$ cat config.mk
export PLATFORM = sky130hd
export DESIGN_NAME = voice_sequencer
export DESIGN_NICKNAME = d
export VERILOG_FILES = /design/src/rtl/voice_sequencer.sv
export SDC_FILE = /design/constraint.sdc
export NUM_CORES = 1
export LEC_CHECK = 0
export ABC_AREA = 1
export CAP_MARGIN = 20
export CORE_ASPECT_RATIO = 2
export CORE_MARGIN = 4
export CORE_UTILIZATION = 50
export CTS_BUF_LIST = sky130_fd_sc_hd__clkbuf_8
export CTS_CLUSTER_DIAMETER = 100
export DETAILED_ROUTE_END_ITERATION = 16
export PLACE_DENSITY = 0.79
export SYNTH_ARGS = -nofsm -noshare
export SYNTH_HDL_FRONTEND = slang
export SYNTH_SLANG_ARGS = --single-unit
export TNS_END_PERCENT = 50
$ cat constraint.sdc
create_clock -name clk_i -period 2.9 [get_ports clk_i]
set_input_delay 0.58 -clock clk_i [delete_from_list [all_inputs] [get_ports clk_i]]
set_output_delay 0.58 -clock clk_i [all_outputs]
set_load 0.03 [all_outputs]
$ cat src/rtl/voice_sequencer.sv
// voice_sequencer: per-sample master sequencer for the TT6581 audio datapath.
// Walks every voice through synthesis, envelope multiply and accumulation, then runs
// the optional SVF pass and the volume multiply before flagging a finished sample.
// Muted voices are skipped, the filter pass is skipped when nothing is routed to it,
// stuck handshakes are aborted by a watchdog and ticks arriving mid-frame are flagged.
module voice_sequencer #(
  parameter int NUM_VOICES     = 3,
  parameter int TIMEOUT_CYCLES = 1024,
  localparam int IDX_W         = $clog2(NUM_VOICES + 1)
) (
  input  logic                  clk_i,
  input  logic                  rst_ni,
  input  logic                  sample_tick_i,
  input  logic [NUM_VOICES-1:0] voice_mute_i,
  input  logic [NUM_VOICES-1:0] filt_en_i,
  input  logic                  voice_ready_i,
  input  logic                  env_ready_i,
  input  logic                  filt_ready_i,
  input  logic                  mult_ready_i,
  output logic [IDX_W-1:0]      voice_idx_o,
  output logic                  voice_start_o,
  output logic                  env_start_o,
  output logic                  filt_start_o,
  output logic                  mult_start_o,
  output logic [1:0]            mult_in_mux_o,
  output logic                  accum_en_o,
  output logic                  accum_rst_o,
  output logic                  accum_mux_o,
  output logic                  audio_valid_o,
  output logic                  busy_o,
  output logic                  overrun_o,
  output logic                  timeout_o
);

  // The watchdog only has to reach TIMEOUT_CYCLES-1; expiry is decided on that value.
  localparam int WD_W     = (TIMEOUT_CYCLES > 1) ? $clog2(TIMEOUT_CYCLES) : 1;
  localparam int WD_LIMIT = (TIMEOUT_CYCLES > 0) ? TIMEOUT_CYCLES - 1 : 0;

  typedef enum logic [3:0] {
    IDLE, SEL, SYN, SYN_WAIT, ENV, ENV_WAIT, ACCUM,
    FILT, FILT_WAIT, VOL, VOL_WAIT, DONE
  } state_t;

  state_t                cur_state, nxt_state;
  logic [IDX_W-1:0]      cnt, cnt_d;
  logic [NUM_VOICES-1:0] mute_snap, filt_snap;
  logic [WD_W-1:0]       wd_cnt;

  logic       mute_sel, filt_sel, filt_any;
  logic       in_wait, nxt_in_wait, cur_ready, wd_expire;

  logic       voice_start_d, env_start_d, filt_start_d, mult_start_d;
  logic [1:0] mult_in_mux_d;
  logic       accum_en_d, accum_rst_d, accum_mux_d;
  logic       audio_valid_d, overrun_d, timeout_d;

  assign in_wait     = (cur_state == SYN_WAIT) || (cur_state == ENV_WAIT) ||
                       (cur_state == FILT_WAIT) || (cur_state == VOL_WAIT);
  assign nxt_in_wait = (nxt_state == SYN_WAIT) || (nxt_state == ENV_WAIT) ||
                       (nxt_state == FILT_WAIT) || (nxt_state == VOL_WAIT);
  assign filt_any    = |(filt_snap & ~mute_snap);
  assign wd_expire   = (TIMEOUT_CYCLES != 0) && (wd_cnt == WD_W'(WD_LIMIT));
  assign busy_o      = (cur_state != IDLE);
  assign voice_idx_o = cnt;

  // Pick the per-voice snapshot bits for the voice currently addressed by cnt.
  always_comb begin
    mute_sel = 1'b0;
    filt_sel = 1'b0;
    for (int i = 0; i < NUM_VOICES; i++) begin
      if (cnt == IDX_W'(i)) begin
        mute_sel = mute_snap[i];
        filt_sel = filt_snap[i];
      end
    end
  end

  // Route the handshake belonging to the current wait state to the exit/watchdog logic.
  always_comb begin
    cur_ready = 1'b0;
    case (cur_state)
      SYN_WAIT:  cur_ready = voice_ready_i;
      ENV_WAIT:  cur_ready = env_ready_i;
      FILT_WAIT: cur_ready = filt_ready_i;
      VOL_WAIT:  cur_ready = mult_ready_i;
      default:   cur_ready = 1'b0;
    endcase
  end

  // State, voice counter, frame snapshots, watchdog and registered outputs.
  always_ff @(posedge clk_i or negedge rst_ni) begin
    if (!rst_ni) begin
      cur_state     <= IDLE;
      cnt           <= '0;
      mute_snap     <= '0;
      filt_snap     <= '0;
      wd_cnt        <= '0;
      voice_start_o <= 1'b0;
      env_start_o   <= 1'b0;
      filt_start_o  <= 1'b0;
      mult_start_o  <= 1'b0;
      mult_in_mux_o <= 2'd0;
      accum_en_o    <= 1'b0;
      accum_rst_o   <= 1'b0;
      accum_mux_o   <= 1'b0;
      audio_valid_o <= 1'b0;
      overrun_o     <= 1'b0;
      timeout_o     <= 1'b0;
    end else begin
      cur_state <= nxt_state;
      cnt       <= cnt_d;
      if (cur_state == IDLE && sample_tick_i) begin
        mute_snap <= voice_mute_i;
        filt_snap <= filt_en_i;
      end
      if (nxt_in_wait && (nxt_state != cur_state)) begin
        wd_cnt <= '0;
      end else if (in_wait && !cur_ready && (TIMEOUT_CYCLES != 0)) begin
        wd_cnt <= wd_cnt + 1'b1;
      end
      voice_start_o <= voice_start_d;
      env_start_o   <= env_start_d;
      filt_start_o  <= filt_start_d;
      mult_start_o  <= mult_start_d;
      mult_in_mux_o <= mult_in_mux_d;
      accum_en_o    <= accum_en_d;
      accum_rst_o   <= accum_rst_d;
      accum_mux_o   <= accum_mux_d;
      audio_valid_o <= audio_valid_d;
      overrun_o     <= overrun_d;
      timeout_o     <= timeout_d;
    end
  end

  // Next-state and voice-counter update; a ready in the expiry cycle beats the watchdog.
  always_comb begin
    nxt_state = cur_state;
    cnt_d     = cnt;
    case (cur_state)
      IDLE: begin
        if (sample_tick_i) begin
          nxt_state = SEL;
          cnt_d     = '0;
        end
      end
      SEL: begin
        if (cnt == IDX_W'(NUM_VOICES)) begin
          nxt_state = filt_any ? FILT : VOL;
        end else if (mute_sel) begin
          cnt_d = cnt + 1'b1;
        end else begin
          nxt_state = SYN;
        end
      end
      SYN:       nxt_state = SYN_WAIT;
      SYN_WAIT:  if (cur_ready) nxt_state = ENV;   else if (wd_expire) nxt_state = IDLE;
      ENV:       nxt_state = ENV_WAIT;
      ENV_WAIT:  if (cur_ready) nxt_state = ACCUM; else if (wd_expire) nxt_state = IDLE;
      ACCUM: begin
        cnt_d     = cnt + 1'b1;
        nxt_state = SEL;
      end
      FILT:      nxt_state = FILT_WAIT;
      FILT_WAIT: if (cur_ready) nxt_state = VOL;   else if (wd_expire) nxt_state = IDLE;
      VOL:       nxt_state = VOL_WAIT;
      VOL_WAIT:  if (cur_ready) nxt_state = DONE;  else if (wd_expire) nxt_state = IDLE;
      DONE:      nxt_state = IDLE;
      default:   nxt_state = IDLE;
    endcase
  end

  // Output decode from the current state; these values appear on the ports one cycle later.
  always_comb begin
    voice_start_d = 1'b0;
    env_start_d   = 1'b0;
    filt_start_d  = 1'b0;
    mult_start_d  = 1'b0;
    mult_in_mux_d = 2'd0;
    accum_en_d    = 1'b0;
    accum_rst_d   = 1'b0;
    accum_mux_d   = 1'b0;
    audio_valid_d = 1'b0;
    case (cur_state)
      IDLE:      accum_rst_d = 1'b1;
      SYN:       voice_start_d = 1'b1;
      ENV:       env_start_d = 1'b1;
      ACCUM: begin
        accum_en_d  = 1'b1;
        accum_mux_d = filt_sel;
      end
      FILT: begin
        filt_start_d  = 1'b1;
        mult_in_mux_d = 2'd1;
      end
      FILT_WAIT: mult_in_mux_d = 2'd1;
      VOL: begin
        mult_start_d  = 1'b1;
        mult_in_mux_d = 2'd2;
      end
      VOL_WAIT:  mult_in_mux_d = 2'd2;
      DONE:      audio_valid_d = 1'b1;
      default:   ;
    endcase
    overrun_d = sample_tick_i && (cur_state != IDLE);
    timeout_d = in_wait && !cur_ready && wd_expire;
  end

endmodule
### Word level (Yosys, flattened, before mapping)

Cells that the tools add are included.

| storage, ports and cells | value |
|---|---|
| register bits | 34 |
| output and inout bits | 15 |
| word-level logic and storage cells | 96 |

| operators by class | value |
|---|---|
| eq/ne operators | 23 |
| reduce and logical (&&, ||, !) cells | 21 |
| mux-type cells | 32 |
| add/subtract/negate cells | 2 |
| bitwise gates (word level) | 2 |

Operator list:

| operator | number |
|---|---|
| one-hot mux 4 bit (11 select lines) | 1 |
| 2-to-1 mux 4 bit | 9 |
| equality test 4 bit (second input constant) | 6 |
| equality test 4 x 3 -> 1 bit (second input constant) | 5 |
| 2-to-1 mux 10 bit | 2 |
| 2-to-1 mux 1 bit | 14 |
| equality test 4 x 2 -> 1 bit (second input constant) | 3 |
| adder 10 x 1 -> 10 bit (second input constant) | 1 |
| equality test 10 bit (second input constant) | 1 |
| logical OR 1 bit | 6 |
| 2-to-1 mux 2 bit | 3 |
| != test 2 bit (second input constant) | 3 |
| one-hot mux 2 bit (3 select lines) | 1 |
| logical AND 1 bit | 5 |
| equality test 2 bit (second input constant) | 2 |
| equality test 4 x 1 -> 1 bit (second input constant) | 1 |
| logical NOT 4 bit | 1 |
| != test 4 bit | 1 |
| one-hot mux 1 bit (4 select lines) | 1 |
| one-hot mux 2 bit (2 select lines) | 1 |
| AND reduction 4 bit | 1 |
| nonzero test 4 bit | 1 |
| OR reduction 2 bit | 2 |
| AND 3 bit | 1 |
| other kinds (8) | 8 |

### Depth between registers and ports, before layout

| logic depth | value |
|---|---|
| word-level depth | 13 |
| gate-level depth with buffers | 15 |

### Worst setup path after synthesis

No wires, ideal clock.

| timing path | value |
|---|---|
| path type | register to register |
| start | register cnt[0], in the netlist voice_idx_o[0] |
| end | register wd_cnt[0] |
| required time | 2.777 ns |
| period minus slack after synthesis | 1.979 ns |
| arrival time | 1.856 ns |
| stages on the path, launching flop included | 12 |
| path slack | 0.921 ns |
| cells stage by stage | dfrtp_1 inv_1 ha_1 nand2_1 a21boi_0 nand2_1 nand3_2 nand2_1 nand2_1 nand3_2 nor2_4 nor2_1 |

| on the way | value |
|---|---|
| longest elaborated chain between the ends | 13 |
| elaborated cells between the ends (all ways) | 21 |

Ends and longest elaborated chain:

| what | line | source |
|---|---|---|
| start: declaration | 45 | `logic [IDX_W-1:0] cnt, cnt_d;` |
| start signal: assignment | 111 | `cnt <= cnt_d;` |
| logical NOT 2 bit | 71 | `if (cnt == IDX_W'(i)) begin` |
| 2-to-1 mux 1 bit (3 in series) | 71 |  |
| 2-to-1 mux 4 bit | 149 | `end else if (mute_sel) begin` |
| 2-to-1 mux 4 bit (*) | 147 | `if (cnt == IDX_W'(NUM_VOICES)) begin` |
| one-hot mux 4 bit (11 select lines) (*) | 139 | `case (cur_state)` |
| net nxt_state[0] | 44 | `state_t cur_state, nxt_state;` |
| equality test 4 x 2 -> 1 bit / equality test 4 x 3 -> 1 bit (equally long branches) | 59 | `assign nxt_in_wait = (nxt_state == SYN_WAIT) \|\| (nxt_state == ENV_WAIT) \|\|` |
| logical OR 1 bit (2 in series) | 59 |  |
| logical OR 1 bit | 60 | `(nxt_state == FILT_WAIT) \|\| (nxt_state == VOL_WAIT);` |
| logical AND 1 bit (*) | 116 | `if (nxt_in_wait && (nxt_state != cur_state)) begin` |
| 2-to-1 mux 10 bit / nonzero test 2 bit (equally long branches) | -- |  |
| end signal: assignment | 119 | `wd_cnt <= wd_cnt + 1'b1;` |
| end: declaration | 47 | `logic [WD_W-1:0] wd_cnt;` |

The timed path passes the listed nets; every way through them passes the cells marked *.
A chain may end at the register's enable or synchronous reset.

### Worst setup path in the final report

| timing path | value |
|---|---|
| start | register cur_state[2] |
| end | output port busy_o |

| on the way | value |
|---|---|
| longest elaborated chain between the ends | 1 |

Ends and longest elaborated chain:

| what | line | source |
|---|---|---|
| start: declaration | 44 |  |
| start signal: assignment | 110 | `cur_state <= nxt_state;` |
| nonzero test 4 bit | 63 | `assign busy_o = (cur_state != IDLE);` |
| end: declaration | 30 | `output logic busy_o,` |

No other way between the ends.

==> metrics.txt <==
# TYPE chip_impl_metric gauge
chip_impl_metric{name="remaining_drc_errors",unit=""} 0
chip_impl_metric{name="path_clk_slew",unit="ns"} 0.07
chip_impl_info{name="run_status",value="finished clean"} 1
chip_impl_metric{name="finish.net_count",unit=""} 294
chip_impl_metric{name="ioPinCount",unit=""} 28
chip_impl_info{name="most-common-layout-cells",value="nand2_1, dfrtp_1, nor2_1, inv_1, clkdlybuf4s50_1"} 1
chip_impl_metric{name="final_cell_count_no_fill",unit=""} 326
chip_impl_metric{name="timing.critical_path.required",unit="ns"} 2.32
chip_impl_metric{name="clock_path_buffers",unit=""} 2
chip_impl_metric{name="antenna-diode-count",unit=""} 0
chip_impl_metric{name="initial_core_util",unit="%"} 52.7
chip_impl_metric{name="synth_seq_cells",unit=""} 34
chip_impl_info{name="crit-reg2reg-launch",value="cur_state[1]"} 1
chip_impl_metric{name="synthesis.instances",unit=""} 241
chip_impl_info{name="hold_path_class",value="flip-flop to flip-flop"} 1
chip_impl_info{name="cp_launch_point",value="cur_state[2]"} 1
chip_impl_metric{name="setup.reg_to_reg.worst_slack",unit="ns"} 0.77
chip_impl_metric{name="worst-slew-pin-transition",unit="ns"} 0.416
chip_impl_info{name="tritoncts_clock_tree",value="yes"} 1
chip_impl_metric{name="globalRouteTotalUtil",unit="%"} 20.2
chip_impl_metric{name="setup-violations-final",unit=""} 0
chip_impl_metric{name="synth_area",unit="sq um"} 1920
chip_impl_metric{name="postPlaceCellArea",unit="sq um"} 2260
chip_impl_metric{name="postSynthAreaPerCell",unit="sq um"} 7.97
chip_impl_metric{name="cts.sinks",unit=""} 34
chip_impl_metric{name="final.fill_count",unit=""} 344
chip_impl_metric{name="num_rows",unit=""} 31
chip_impl_info{name="cts-root-buf",value="clkbuf_8"} 1
chip_impl_metric{name="clock_tree.htree_level_count",unit=""} 2
chip_impl_info{name="hp-start",value="mute_snap[2]"} 1
chip_impl_metric{name="clkLatencyLatePin",unit="ns"} 0.28
chip_impl_metric{name="maximum_number_of_pins_on_one_net_before_global_route_repair",unit=""} 35
chip_impl_metric{name="worst-r2r-cell-count",unit=""} 12
chip_impl_metric{name="vias",unit=""} 1648
chip_impl_metric{name="grt_first_pass_wirelength",unit="microns"} 7340
chip_impl_metric{name="place_hpwl",unit="microns"} 3490
chip_impl_metric{name="leakage",unit="nW"} 1.17
chip_impl_metric{name="first_pass_iters",unit=""} 4
chip_impl_metric{name="post-layout-total-power",unit="mW"} 2.48
chip_impl_info{name="setup.worst_path.end",value="busy_o"} 1
chip_impl_metric{name="path_max_fanout",unit=""} 7
chip_impl_metric{name="final_hold_vios",unit=""} 0
chip_impl_metric{name="min_period",unit="ns"} 2.47
chip_impl_info{name="final_common_cell",value="nand2_1"} 1
chip_impl_metric{name="detail_route.vias_per_cell",unit=""} 5.06
chip_impl_metric{name="die_w",unit="microns"} 51.8
chip_impl_info{name="start_kind",value="flip-flop"} 1
chip_impl_metric{name="number_of_global_route_vias_before_repair",unit=""} 1766
chip_impl_info{name="worstReg2RegEnd",value="wd_cnt[9]"} 1
chip_impl_metric{name="resized_gates_after_cts",unit=""} 0
chip_impl_metric{name="critPathArrivalTime",unit="ns"} 1.89
chip_impl_metric{name="postSynthNetCount",unit=""} 259
chip_impl_metric{name="synthToLayoutAreaGrowth",unit="%"} 22.6
chip_impl_metric{name="overflow",unit=""} 0
chip_impl_metric{name="floorplan.die_area",unit="sq um"} 4960
chip_impl_metric{name="p_per_area",unit="nW/um^2"} 1050
chip_impl_metric{name="placed_cells_incl_taps",unit=""} 318
chip_impl_metric{name="synth_seq_area_share",unit="%"} 44.3
chip_impl_metric{name="fin_area",unit="sq um"} 2350
chip_impl_metric{name="totalNegativeSetupSlack",unit="ns"} 0
chip_impl_metric{name="slew-limit-headroom",unit="%"} 72.3
chip_impl_info{name="grt_setup_unrepaired",value="no"} 1
chip_impl_metric{name="gpl.final_weighted_congestion",unit=""} 0.885
chip_impl_metric{name="post_route_cells_drive_above_1_share",unit="%"} 14.8
chip_impl_metric{name="hold_buffers_post_cts",unit=""} 0
chip_impl_metric{name="antenna_left",unit=""} 0
chip_impl_metric{name="report.final.slew_viol_count",unit=""} 0
chip_impl_metric{name="number_of_setup_buffers_added_after_cts",unit=""} 0
chip_impl_metric{name="layout_worst_path_cycle_share",unit="%"} 85.3
chip_impl_metric{name="fmaxAchievable",unit="GHz"} 0.404
chip_impl_metric{name="dieHeight",unit="microns"} 95.7
chip_impl_info{name="worstSetupPathType",value="flip-flop to output pin"} 1
chip_impl_metric{name="drt-wirelength-per-cell",unit="microns"} 13.2
chip_impl_metric{name="detailed_route_iter0_violations",unit=""} 22
chip_impl_metric{name="antenna_found_initial",unit=""} 0
chip_impl_metric{name="drv_cap",unit=""} 0
chip_impl_metric{name="io_buffers",unit=""} 27
chip_impl_metric{name="fin_worst_skew",unit="ns"} 0.00810
chip_impl_metric{name="vdd_ir_drop_max",unit="uV"} 659
chip_impl_metric{name="yosysWarningCount",unit=""} 0
chip_impl_info{name="critPathCaptureType",value="output pin"} 1
chip_impl_metric{name="route.final.wire_length",unit="microns"} 4300
chip_impl_metric{name="cts_buffers",unit=""} 5
chip_impl_metric{name="synth.lib_cells_used.distinct",unit=""} 28
chip_impl_metric{name="core-area",unit="sq um"} 3650
-- Yosys cell counts --
cell / count / share of area, %
a21boi_0: 1 / 0.39
a21oi_1: 11 / 2.9
a21oi_2: 1 / 0.46
and3_1: 1 / 0.33
clkbuf_1: 1 / 0.20
dfrtp_1: 34 / 44
ha_1: 5 / 3.3
inv_1: 27 / 5.3
inv_2: 5 / 0.98
mux2_2: 2 / 1.2
mux2i_1: 2 / 1.0
nand2_1: 56 / 11
nand2_2: 5 / 1.6
nand2_4: 2 / 1.2
nand3_1: 15 / 3.9
nand3_2: 4 / 2.1
nand4_1: 7 / 2.3
nor2_1: 33 / 6.4
nor2_2: 9 / 2.9
nor2_4: 3 / 1.8
nor3_1: 1 / 0.26
o211ai_1: 1 / 0.39
o21a_1: 1 / 0.39
o21ai_0: 3 / 0.78
o22ai_1: 1 / 0.33
or2_2: 1 / 0.33
xnor2_1: 2 / 0.91
xor2_1: 7 / 3.2
-- worst min-delay path by stage --
stage	cells past startpoint	to	slack, ns
2_1_floorplan	0	accum_en_o	0.28
6_report	2	mute_snap[2]	0.54
4_1_cts	2	mute_snap[2]	0.54
3_5_place_dp	2	mute_snap[2]	0.53
5_1_grt	2	mute_snap[2]	0.57
3_3_place_gp	1	mute_snap[0]	0.51
-- cells by family (layout without fill, tap and decap cells) --
kind of cell             after synthesis  count (layout)  share of synthesized area (%)
AND/OR/NAND/NOR                      137             137                           34.1
multiplexers                           4               4                           2.21
adder cells (fa/ha/maj)                5               5                           3.26
AO/OA/AOI/OAI                         19              19                           5.60
buffers and inverters                 33              69                           6.45
flip-flops                            34              34                           44.3
XOR/XNOR                               9               9                           4.10
-- power breakdown --
part | switching (mW) | internal (mW) | leakage [nW]
Sequential | 0.119 | 0.604 | 0.444
Clock | 0.159 | 0.188 | 0.0524
Combinational | 0.904 | 0.505 | 0.673
Total | 1.18 | 1.30 | 1.17
-- flip-flops by register name (all words and copies together) (netlist names) --
name / flops
wd_cnt: 10
cur_state: 4
filt_snap: 3
mute_snap: 3
mult_in_mux_o: 2
voice_idx_o: 2
accum_en_o: 1
accum_mux_o: 1
accum_rst_o: 1
audio_valid_o: 1
env_start_o: 1
filt_start_o: 1
mult_start_o: 1
overrun_o: 1
timeout_o: 1
voice_start_o: 1
-- layout make-up --
type / count / area, sq um / share of cell area [%]
Multi-Input combinational cell: 174 / 946 / 40.2
Clock inverter: 2 / 8.76 / 0.372
Tap cell: 49 / 61.3 / 2.60
Sequential cell: 34 / 851 / 36.1
Clock buffer: 6 / 82.6 / 3.51
Inverter: 32 / 120 / 5.10
Timing Repair Buffer: 29 / 285 / 12.1
-- critical path, cell delays in order, from the launching register on --
cell             delay [ns]
dfrtp_1                0.47
inv_1                  0.16
nand2_1                0.14
nor2_2                 0.19
inv_1                  0.06
clkdlybuf4s50_1        0.59
-- metal layers --
layer / up-vias / wire length [microns] / GRT usage, %
met2: 40 / 2610 / 39.6
met3: 15 / 109 / 3.13
met1: 762 / 1410 / 17.6
li1: 831 / - / -
met5: - / 0 / 0
met4: 0 / 174 / 12.9
-- stage by stage --
stage | hold slack, ns | util [%] | setup WS (ns)
4_1_cts | 0.537 | 64.6 | 0.426
6_report | 0.537 | 64.6 | 0.427
3_5_place_dp | 0.526 | 62.1 | 0.459
5_1_grt | 0.574 | 64.6 | 0.346
2_1_floorplan | 0.284 | - | 0.921
3_3_place_gp | 0.511 | 62.1 | 0.517
(Power assumes the default switching activity.)
